<file path="src/rtl/mem_access_unit_if.sv">
// Bundle between EX, the MEM stage, the data-memory port and writeback.
// The unit itself attaches through the slave modport.
interface mem_access_unit_if #(
    parameter int XLEN      = 64,
    parameter int REGADDR_W = 5
);
    logic                 valid_i;
    logic                 ready_o;
    logic                 mem_read_i;
    logic                 mem_write_i;
    logic [2:0]           funct3_i;
    logic [XLEN-1:0]      alu_result_i;
    logic [XLEN-1:0]      store_data_i;
    logic [REGADDR_W-1:0] rd_i;
    logic                 dmem_req_o;
    logic                 dmem_we_o;
    logic [XLEN-1:0]      dmem_addr_o;
    logic [7:0]           dmem_be_o;
    logic [XLEN-1:0]      dmem_wdata_o;
    logic                 dmem_gnt_i;
    logic                 dmem_rvalid_i;
    logic [XLEN-1:0]      dmem_rdata_i;
    logic                 wb_valid_o;
    logic                 wb_we_o;
    logic [REGADDR_W-1:0] wb_rd_o;
    logic [XLEN-1:0]      wb_data_o;
    logic                 err_o;

    modport slave (
        input  valid_i, mem_read_i, mem_write_i, funct3_i, alu_result_i,
               store_data_i, rd_i, dmem_gnt_i, dmem_rvalid_i, dmem_rdata_i,
        output ready_o, dmem_req_o, dmem_we_o, dmem_addr_o, dmem_be_o,
               dmem_wdata_o, wb_valid_o, wb_we_o, wb_rd_o, wb_data_o, err_o
    );

    modport master (
        output valid_i, mem_read_i, mem_write_i, funct3_i, alu_result_i,
               store_data_i, rd_i, dmem_gnt_i, dmem_rvalid_i, dmem_rdata_i,
        input  ready_o, dmem_req_o, dmem_we_o, dmem_addr_o, dmem_be_o,
               dmem_wdata_o, wb_valid_o, wb_we_o, wb_rd_o, wb_data_o, err_o
    );
endinterface

</file>
<file path="src/rtl/mem_access_unit.sv">
// RV64I MEM stage: aligned loads/stores over a req/gnt/rvalid port, with
// sign/zero-extended writeback and ALU passthrough for non-memory ops.
module mem_access_unit #(
    parameter int XLEN      = 64,
    parameter int REGADDR_W = 5
) (
    input  logic               clk_i,
    input  logic               rst_ni,
    mem_access_unit_if.slave   bus
);

    typedef enum logic [1:0] {
        ST_IDLE = 2'd0,
        ST_REQ  = 2'd1,
        ST_WAIT = 2'd2,
        ST_RESP = 2'd3
    } state_e;

    state_e               state_r, state_s;

    logic                 is_load_r;
    logic [2:0]           funct3_r;
    logic [2:0]           offset_r;
    logic [REGADDR_W-1:0] rd_r;

    logic                 ready_r,      ready_s;
    logic                 dmem_req_r,   dmem_req_s;
    logic                 dmem_we_r,    dmem_we_s;
    logic [XLEN-1:0]      dmem_addr_r,  dmem_addr_s;
    logic [7:0]           dmem_be_r,    dmem_be_s;
    logic [XLEN-1:0]      dmem_wdata_r, dmem_wdata_s;
    logic                 wb_valid_r,   wb_valid_s;
    logic                 wb_we_r,      wb_we_s;
    logic [REGADDR_W-1:0] wb_rd_r,      wb_rd_s;
    logic [XLEN-1:0]      wb_data_r,    wb_data_s;
    logic                 err_r,        err_s;

    logic                 accept_s;
    logic                 mem_op_s;
    logic                 illegal_s;
    logic                 misaligned_s;
    logic [2:0]           in_offset_s;

    function automatic logic [7:0] byte_enables(input logic [1:0] size, input logic [2:0] off);
        logic [7:0] mask;
        case (size)
            2'b00:   mask = 8'h01;
            2'b01:   mask = 8'h03;
            2'b10:   mask = 8'h0F;
            default: mask = 8'hFF;
        endcase
        return mask << off;
    endfunction

    function automatic logic is_misaligned(input logic [1:0] size, input logic [2:0] off);
        logic mis;
        case (size)
            2'b00:   mis = 1'b0;
            2'b01:   mis = off[0];
            2'b10:   mis = (off[1:0] != 2'b00);
            default: mis = (off != 3'b000);
        endcase
        return mis;
    endfunction

    // Lane-select the read data, then truncate and sign/zero-extend by funct3.
    function automatic logic [XLEN-1:0] load_extend(input logic [XLEN-1:0] rdata,
                                                    input logic [2:0]      f3,
                                                    input logic [2:0]      off);
        logic [XLEN-1:0] sh;
        logic            sx;
        logic [XLEN-1:0] res;
        sh = rdata >> {off, 3'b000};
        sx = ~f3[2];
        case (f3[1:0])
            2'b00:   res = {{(XLEN-8){sx & sh[7]}},   sh[7:0]};
            2'b01:   res = {{(XLEN-16){sx & sh[15]}}, sh[15:0]};
            2'b10:   res = {{(XLEN-32){sx & sh[31]}}, sh[31:0]};
            default: res = sh;
        endcase
        return res;
    endfunction

    // Decode of the operation presented by EX, used only on the accept edge.
    always_comb begin
        accept_s     = ready_r & bus.valid_i;
        mem_op_s     = bus.mem_read_i | bus.mem_write_i;
        in_offset_s  = bus.alu_result_i[2:0];
        misaligned_s = is_misaligned(bus.funct3_i[1:0], in_offset_s);
        if (bus.mem_read_i) begin
            illegal_s = (bus.funct3_i == 3'b111);
        end else begin
            illegal_s = bus.funct3_i[2];
        end
    end

    // Next-state and next-output decode; outputs are registered from these.
    always_comb begin
        state_s      = state_r;
        dmem_req_s   = dmem_req_r;
        dmem_we_s    = dmem_we_r;
        dmem_addr_s  = dmem_addr_r;
        dmem_be_s    = dmem_be_r;
        dmem_wdata_s = dmem_wdata_r;
        wb_valid_s   = 1'b0;
        wb_we_s      = 1'b0;
        wb_rd_s      = {REGADDR_W{1'b0}};
        wb_data_s    = {XLEN{1'b0}};
        err_s        = 1'b0;

        case (state_r)
            ST_IDLE: begin
                if (accept_s && !mem_op_s) begin
                    state_s    = ST_RESP;
                    wb_valid_s = 1'b1;
                    wb_we_s    = 1'b1;
                    wb_rd_s    = bus.rd_i;
                    wb_data_s  = bus.alu_result_i;
                end else if (accept_s && (illegal_s || misaligned_s)) begin
                    state_s    = ST_RESP;
                    wb_valid_s = 1'b1;
                    wb_rd_s    = bus.rd_i;
                    err_s      = 1'b1;
                end else if (accept_s) begin
                    // A read+write op is treated as a load, so only a pure write stores.
                    state_s      = ST_REQ;
                    dmem_req_s   = 1'b1;
                    dmem_we_s    = ~bus.mem_read_i;
                    dmem_addr_s  = {bus.alu_result_i[XLEN-1:3], 3'b000};
                    dmem_be_s    = byte_enables(bus.funct3_i[1:0], in_offset_s);
                    dmem_wdata_s = bus.store_data_i << {in_offset_s, 3'b000};
                end else begin
                    state_s = ST_IDLE;
                end
            end
            ST_REQ: begin
                if (bus.dmem_gnt_i) begin
                    dmem_req_s   = 1'b0;
                    dmem_we_s    = 1'b0;
                    dmem_addr_s  = {XLEN{1'b0}};
                    dmem_be_s    = 8'h00;
                    dmem_wdata_s = {XLEN{1'b0}};
                    if (is_load_r) begin
                        state_s = ST_WAIT;
                    end else begin
                        state_s    = ST_RESP;
                        wb_valid_s = 1'b1;
                        wb_rd_s    = rd_r;
                    end
                end else begin
                    state_s = ST_REQ;
                end
            end
            ST_WAIT: begin
                if (bus.dmem_rvalid_i) begin
                    state_s    = ST_RESP;
                    wb_valid_s = 1'b1;
                    wb_we_s    = 1'b1;
                    wb_rd_s    = rd_r;
                    wb_data_s  = load_extend(bus.dmem_rdata_i, funct3_r, offset_r);
                end else begin
                    state_s = ST_WAIT;
                end
            end
            ST_RESP: begin
                state_s = ST_IDLE;
            end
            default: begin
                state_s = ST_IDLE;
            end
        endcase

        ready_s = (state_s == ST_IDLE);
    end

    // FSM state register.
    always_ff @(posedge clk_i or negedge rst_ni) begin
        if (!rst_ni) begin
            state_r <= ST_IDLE;
        end else begin
            state_r <= state_s;
        end
    end

    // Operation context captured on accept for the grant and response phases.
    always_ff @(posedge clk_i or negedge rst_ni) begin
        if (!rst_ni) begin
            is_load_r <= 1'b0;
            funct3_r  <= 3'b000;
            offset_r  <= 3'b000;
            rd_r      <= {REGADDR_W{1'b0}};
        end else if (accept_s) begin
            is_load_r <= bus.mem_read_i;
            funct3_r  <= bus.funct3_i;
            offset_r  <= in_offset_s;
            rd_r      <= bus.rd_i;
        end else begin
            is_load_r <= is_load_r;
            funct3_r  <= funct3_r;
            offset_r  <= offset_r;
            rd_r      <= rd_r;
        end
    end

    // Output registers; reset clears the memory request asynchronously.
    always_ff @(posedge clk_i or negedge rst_ni) begin
        if (!rst_ni) begin
            ready_r      <= 1'b1;
            dmem_req_r   <= 1'b0;
            dmem_we_r    <= 1'b0;
            dmem_addr_r  <= {XLEN{1'b0}};
            dmem_be_r    <= 8'h00;
            dmem_wdata_r <= {XLEN{1'b0}};
            wb_valid_r   <= 1'b0;
            wb_we_r      <= 1'b0;
            wb_rd_r      <= {REGADDR_W{1'b0}};
            wb_data_r    <= {XLEN{1'b0}};
            err_r        <= 1'b0;
        end else begin
            ready_r      <= ready_s;
            dmem_req_r   <= dmem_req_s;
            dmem_we_r    <= dmem_we_s;
            dmem_addr_r  <= dmem_addr_s;
            dmem_be_r    <= dmem_be_s;
            dmem_wdata_r <= dmem_wdata_s;
            wb_valid_r   <= wb_valid_s;
            wb_we_r      <= wb_we_s;
            wb_rd_r      <= wb_rd_s;
            wb_data_r    <= wb_data_s;
            err_r        <= err_s;
        end
    end

    assign bus.ready_o      = ready_r;
    assign bus.dmem_req_o   = dmem_req_r;
    assign bus.dmem_we_o    = dmem_we_r;
    assign bus.dmem_addr_o  = dmem_addr_r;
    assign bus.dmem_be_o    = dmem_be_r;
    assign bus.dmem_wdata_o = dmem_wdata_r;
    assign bus.wb_valid_o   = wb_valid_r;
    assign bus.wb_we_o      = wb_we_r;
    assign bus.wb_rd_o      = wb_rd_r;
    assign bus.wb_data_o    = wb_data_r;
    assign bus.err_o        = err_r;

endmodule

</file>
<file path="src/flat_wrapper.sv">
// flat-port wrapper written by rule: the top's interface ports become plain ports
module mem_access_unit_flat 
#(
    parameter int XLEN      = 64,
    parameter int REGADDR_W = 5
)
  (clk_i, rst_ni, bus_valid_i, bus_mem_read_i, bus_mem_write_i, bus_funct3_i, bus_alu_result_i, bus_store_data_i, bus_rd_i, bus_dmem_gnt_i, bus_dmem_rvalid_i, bus_dmem_rdata_i, bus_ready_o, bus_dmem_req_o, bus_dmem_we_o, bus_dmem_addr_o, bus_dmem_be_o, bus_dmem_wdata_o, bus_wb_valid_o, bus_wb_we_o, bus_wb_rd_o, bus_wb_data_o, bus_err_o);
  mem_access_unit_if #(.XLEN(XLEN), .REGADDR_W(REGADDR_W)) bus_i ();
  input  logic clk_i;
  input  logic rst_ni;
  input wire logic [$bits(bus_i.valid_i)-1:0] bus_valid_i;
  input wire logic [$bits(bus_i.mem_read_i)-1:0] bus_mem_read_i;
  input wire logic [$bits(bus_i.mem_write_i)-1:0] bus_mem_write_i;
  input wire logic [$bits(bus_i.funct3_i)-1:0] bus_funct3_i;
  input wire logic [$bits(bus_i.alu_result_i)-1:0] bus_alu_result_i;
  input wire logic [$bits(bus_i.store_data_i)-1:0] bus_store_data_i;
  input wire logic [$bits(bus_i.rd_i)-1:0] bus_rd_i;
  input wire logic [$bits(bus_i.dmem_gnt_i)-1:0] bus_dmem_gnt_i;
  input wire logic [$bits(bus_i.dmem_rvalid_i)-1:0] bus_dmem_rvalid_i;
  input wire logic [$bits(bus_i.dmem_rdata_i)-1:0] bus_dmem_rdata_i;
  output wire logic [$bits(bus_i.ready_o)-1:0] bus_ready_o;
  output wire logic [$bits(bus_i.dmem_req_o)-1:0] bus_dmem_req_o;
  output wire logic [$bits(bus_i.dmem_we_o)-1:0] bus_dmem_we_o;
  output wire logic [$bits(bus_i.dmem_addr_o)-1:0] bus_dmem_addr_o;
  output wire logic [$bits(bus_i.dmem_be_o)-1:0] bus_dmem_be_o;
  output wire logic [$bits(bus_i.dmem_wdata_o)-1:0] bus_dmem_wdata_o;
  output wire logic [$bits(bus_i.wb_valid_o)-1:0] bus_wb_valid_o;
  output wire logic [$bits(bus_i.wb_we_o)-1:0] bus_wb_we_o;
  output wire logic [$bits(bus_i.wb_rd_o)-1:0] bus_wb_rd_o;
  output wire logic [$bits(bus_i.wb_data_o)-1:0] bus_wb_data_o;
  output wire logic [$bits(bus_i.err_o)-1:0] bus_err_o;
  assign bus_i.valid_i = bus_valid_i;
  assign bus_i.mem_read_i = bus_mem_read_i;
  assign bus_i.mem_write_i = bus_mem_write_i;
  assign bus_i.funct3_i = bus_funct3_i;
  assign bus_i.alu_result_i = bus_alu_result_i;
  assign bus_i.store_data_i = bus_store_data_i;
  assign bus_i.rd_i = bus_rd_i;
  assign bus_i.dmem_gnt_i = bus_dmem_gnt_i;
  assign bus_i.dmem_rvalid_i = bus_dmem_rvalid_i;
  assign bus_i.dmem_rdata_i = bus_dmem_rdata_i;
  assign bus_ready_o = bus_i.ready_o;
  assign bus_dmem_req_o = bus_i.dmem_req_o;
  assign bus_dmem_we_o = bus_i.dmem_we_o;
  assign bus_dmem_addr_o = bus_i.dmem_addr_o;
  assign bus_dmem_be_o = bus_i.dmem_be_o;
  assign bus_dmem_wdata_o = bus_i.dmem_wdata_o;
  assign bus_wb_valid_o = bus_i.wb_valid_o;
  assign bus_wb_we_o = bus_i.wb_we_o;
  assign bus_wb_rd_o = bus_i.wb_rd_o;
  assign bus_wb_data_o = bus_i.wb_data_o;
  assign bus_err_o = bus_i.err_o;
  mem_access_unit #(.XLEN(XLEN), .REGADDR_W(REGADDR_W)) u_core (.clk_i(clk_i), .rst_ni(rst_ni), .bus(bus_i));
endmodule
</file>
<file path="config.mk">
export PLATFORM = sky130hd
export DESIGN_NAME = mem_access_unit_flat
export DESIGN_NICKNAME = d
export VERILOG_FILES = /design/src/rtl/mem_access_unit_if.sv /design/src/rtl/mem_access_unit.sv /design/src/flat_wrapper.sv
export SDC_FILE = /design/constraint.sdc
export NUM_CORES = 1
export LEC_CHECK = 0
export CAP_MARGIN = 0
export CORE_MARGIN = 2
export CORE_UTILIZATION = 40
export CTS_CLUSTER_DIAMETER = 200
export DETAILED_ROUTE_END_ITERATION = 8
export PLACE_DENSITY = 0.73
export SLEW_MARGIN = 20
export SYNTH_ARGS = -nofsm -noshare
export SYNTH_HDL_FRONTEND = slang
export SYNTH_SLANG_ARGS = --single-unit
</file>
<file path="constraint.sdc">
create_clock -name clk_i -period 5.9 [get_ports clk_i]
set_input_delay 0.885 -clock clk_i [delete_from_list [all_inputs] [get_ports clk_i]]
set_output_delay 0.885 -clock clk_i [all_outputs]
set_load 0.005 [all_outputs]
</file>
==> flow_metrics.py <==
metrics = {
    "worst_setup_path": {
        "r2r_slack_ps": 2810,
        "crit_end": "u_core.bus.dmem_wdata_o[53]",
        "rr_startpoint": "u_core.bus.ready_o",
        "endpoint_kind": "register",
        "r2r_end": "u_core.bus.dmem_wdata_o[53]",
        "cp-start-kind": "input port",
        "cp.arrival_ps": 3850,
        "r2r.worst_path.cells": 6,
        "crit_fanout": 92,
        "cp_data_required_time_ps": 6350,
        "critPathKind": "input port to register",
        "critPathLaunch": "bus_valid_i",
    },
    "job": {
        "cap_violations": 0,
    },
    "clocking": {
        "post_cts_resized": 0,
        "cts_setup_buffers": 0,
        "root_buffer": "clkbuf_16",
        "clock_sinks": 222,
        "clk_latency_ps": 520,
        "clockBufferDepth": 3,
        "clk_pin_slew_ps": 60,
        "cts_hold_buf": 0,
        "cts_tree": "built",
        "htreeDepth": 1,
        "cts_buffers": 24,
    },
    "final_layout": {
        "area_growth_pct": 43.7,
        "nets": 1645,
        "drive_gt1_share_pct": 10.3,
        "finalNonFillerCells": 1839,
    },
    "global_routing": {
        "grt_pass1_vias": 10700,
        "grt.overflow.total": 0,
        "grt_pass1_wl_um": 65700,
        "grt_usage_pct": 27.9,
        "grt_start_max_net_pins": 139,
        "antenna_found_initial": 3,
    },
    "die": {
        "core_area_um2": 28700,
        "die_h_um": 175,
        "fp-row-count": 62,
        "die_w_um": 175,
        "pin_count": 418,
        "die_area_um2": 30500,
        "start_util_pct": 40.6,
    },
    "pwr": {
        "p_leak_nw": 7.22,
        "vdd_drop_max_uv": 227,
        "p_per_area_nw_per_um2": 420,
        "p_total_mw": 7.04,
    },
    "logic_synthesis": {
        "synth.distinct_cells": 62,
        "synthTopCellsByArea": "dfrtp_1 47%, a22o_1 8.1%, mux2i_1 7.9%, o21ai_0 3.8%, nand2_1 3.6%",
        "avgSynthCellArea_um2": 10.7,
        "syn_area_um2": 11700,
        "yosysWarnings": 0,
        "synth_edf_count": 0,
        "synth_top_area_share_pct": 47.5,
        "syn_inst": 1086,
        "synth_top_area_cell": "dfrtp_1",
        "ys_ff_latch": 222,
        "async_reset_ff_share_pct": 100,
        "synth_flop_cell": "dfrtp_1",
        "ys_seq_area_share_pct": 47.7,
    },
    "sta": {
        "relSlewSlack_pct": 31.1,
        "setup-tns-final_ps": 0,
        "worst_hold_slack_ps": 339,
        "final-setup-viol-count": 0,
        "finalCritPeriodShare_pct": 57.5,
        "fin_ws_ps": 2510,
        "hold_viol": 0,
        "finClkSkew_ps": 10.9,
        "worst_pin_slew_ps": 1030,
        "final.min_clock_period_ps": 3390,
        "drv_slew": 0,
        "fmaxAchievable_mhz": 295,
        "rsz0062_at_grt": "false",
    },
    "outcome": {
        "status": "completed",
    },
    "route": {
        "drt_iter0_markers": 783,
        "finalWirelength_um": 43600,
        "viasPerCell": 5.72,
        "post-route-drc-count": 0,
        "vias": 10500,
        "postRouteAntennaNets": 0,
        "dr.pass1.iters": 5,
        "wire_per_inst_um": 23.7,
    },
    "placed_design": {
        "pre_cts_slack_ps": 2040,
        "port-buffer-count": 414,
        "finalWeightedCongestion": 0.895,
        "dp.cells": 1796,
        "place_hpwl_um": 32500,
    },
    "worst_hold_path": {
        "min_path_type": "input port to async pin",
    },
}
worst max-delay path, cell delays in order:
cell             delay (ps)
clkdlybuf4s50_1         500
nand2_1                 400
a21oi_1                 570
a211oi_2                190
o21ai_4                 160
buf_4                   760
a22o_1                  280
Yosys cell counts (8+ instances only):
master and number:
nand2_1 113, o22ai_1 12, a211o_1 10, nand2b_1 16
o2bb2ai_1 22, a21oi_1 33, a21o_1 11, o21ai_0 89
clkbuf_1 49, nand3_1 9, nor2b_1 16, or2_2 10
a221o_1 18, a22o_1 108, buf_1 17, mux2_2 34
dfrtp_1 221, nor3_1 10, a31o_2 10, nor2_1 42
a21boi_0 8, mux4_2 18, o211ai_1 9, buf_2 27
mux2i_1 92
per-stage QoR:
stage	cell area [um2]	util, %
finish	16700	58.4
global route	16700	58.4
CTS	16700	58.3
detailed placement	16000	55.6
global placement	16000	55.6
floorplan	11700	-
sequential cells by signal (all words and copies together), names as in the netlist:
signal / count
u_core.bus.dmem_req_o: 1
u_core.is_load_r: 1
u_core.bus.err_o: 1
u_core.bus.wb_valid_o: 1
u_core.bus.dmem_wdata_o: 64
u_core.state_r: 2
u_core.rd_r: 5
u_core.bus.wb_rd_o: 5
u_core.bus.dmem_we_o: 1
u_core.bus.wb_data_o: 64
u_core.offset_r: 3
u_core.bus.dmem_addr_o: 61
u_core.bus.dmem_be_o: 8
u_core.funct3_r: 3
u_core.bus.wb_we_o: 1
u_core.bus.ready_o: 1
cells in the final DEF, fill, tap and decap left out, types with 9 or more instances in the layout:
cell type,n
mux2_2,34
buf_4,15
dfrtp_1,219
o211ai_1,9
clkdlybuf4s50_1,411
clkbuf_16,25
a211o_1,10
mux4_2,18
o2bb2ai_1,22
a21o_1,11
o21ai_0,89
nor2_1,42
nor3_1,10
or2_2,10
a21oi_1,33
nor2b_1,16
nand2b_1,16
a22o_1,108
nand2_1,113
mux2i_1,92
a221o_1,18
a31o_2,10
o22ai_1,12
nand3_1,9
cells by family after synthesis:
kind of cell / share of synthesized area (%)
mux: 14.7
other cells: 0.0322
simple gates: 9.11
buf+inv: 4.37
flops: 47.7
compound gates: 24.1
where the power goes:
| group | internal (mW) | switching (mW) | leakage, nW |
|---|---|---|---|
| logic | 1.68 | 1.40 | 3.84 |
| clock network | 0.908 | 0.621 | 0.387 |
| registers | 2.01 | 0.418 | 2.99 |
worst min-delay path by stage:
stage	from	end	slack, ps	cells past startpoint
2_1_floorplan	u_core.rd_r[0]	u_core.bus.wb_rd_o[0]	460	1
3_3_place_gp	u_core.bus.dmem_wdata_o[32]	u_core.bus.dmem_wdata_o[32]	460	1
3_5_place_dp	u_core.bus.dmem_req_o	u_core.bus.dmem_req_o	470	1
4_1_cts	rst_ni	u_core.bus.wb_rd_o[4]	360	1
5_1_grt	rst_ni	u_core.rd_r[1]	370	1
6_report	rst_ni	u_core.rd_r[1]	340	1
area by class of cell:
type                    count  area (um2)
fillers                  2492       12000
inverters                   5        18.8
clock buffers              34         699
clock inverters             7        91.3
multi-input cells         756        5630
flip-flops and latches    222        5560
well taps                 384         480
diodes                      2        5.00
repair buffers            429        4270
per-layer routing:
metal / share of wire, % / routed length, um / GRT usage [%] / vias to the layer above
li1: - / - / - / 4755
met1: 38 / 16800 / 33.4 / 5201
met5: 0.021 / 9 / 0 / -
met2: 50 / 21700 / 49.2 / 492
met4: 3.5 / 1520 / 9.65 / 2
met3: 8.1 / 3530 / 6.48 / 74
No activity file was read; power rests on OpenSTA's default activity.
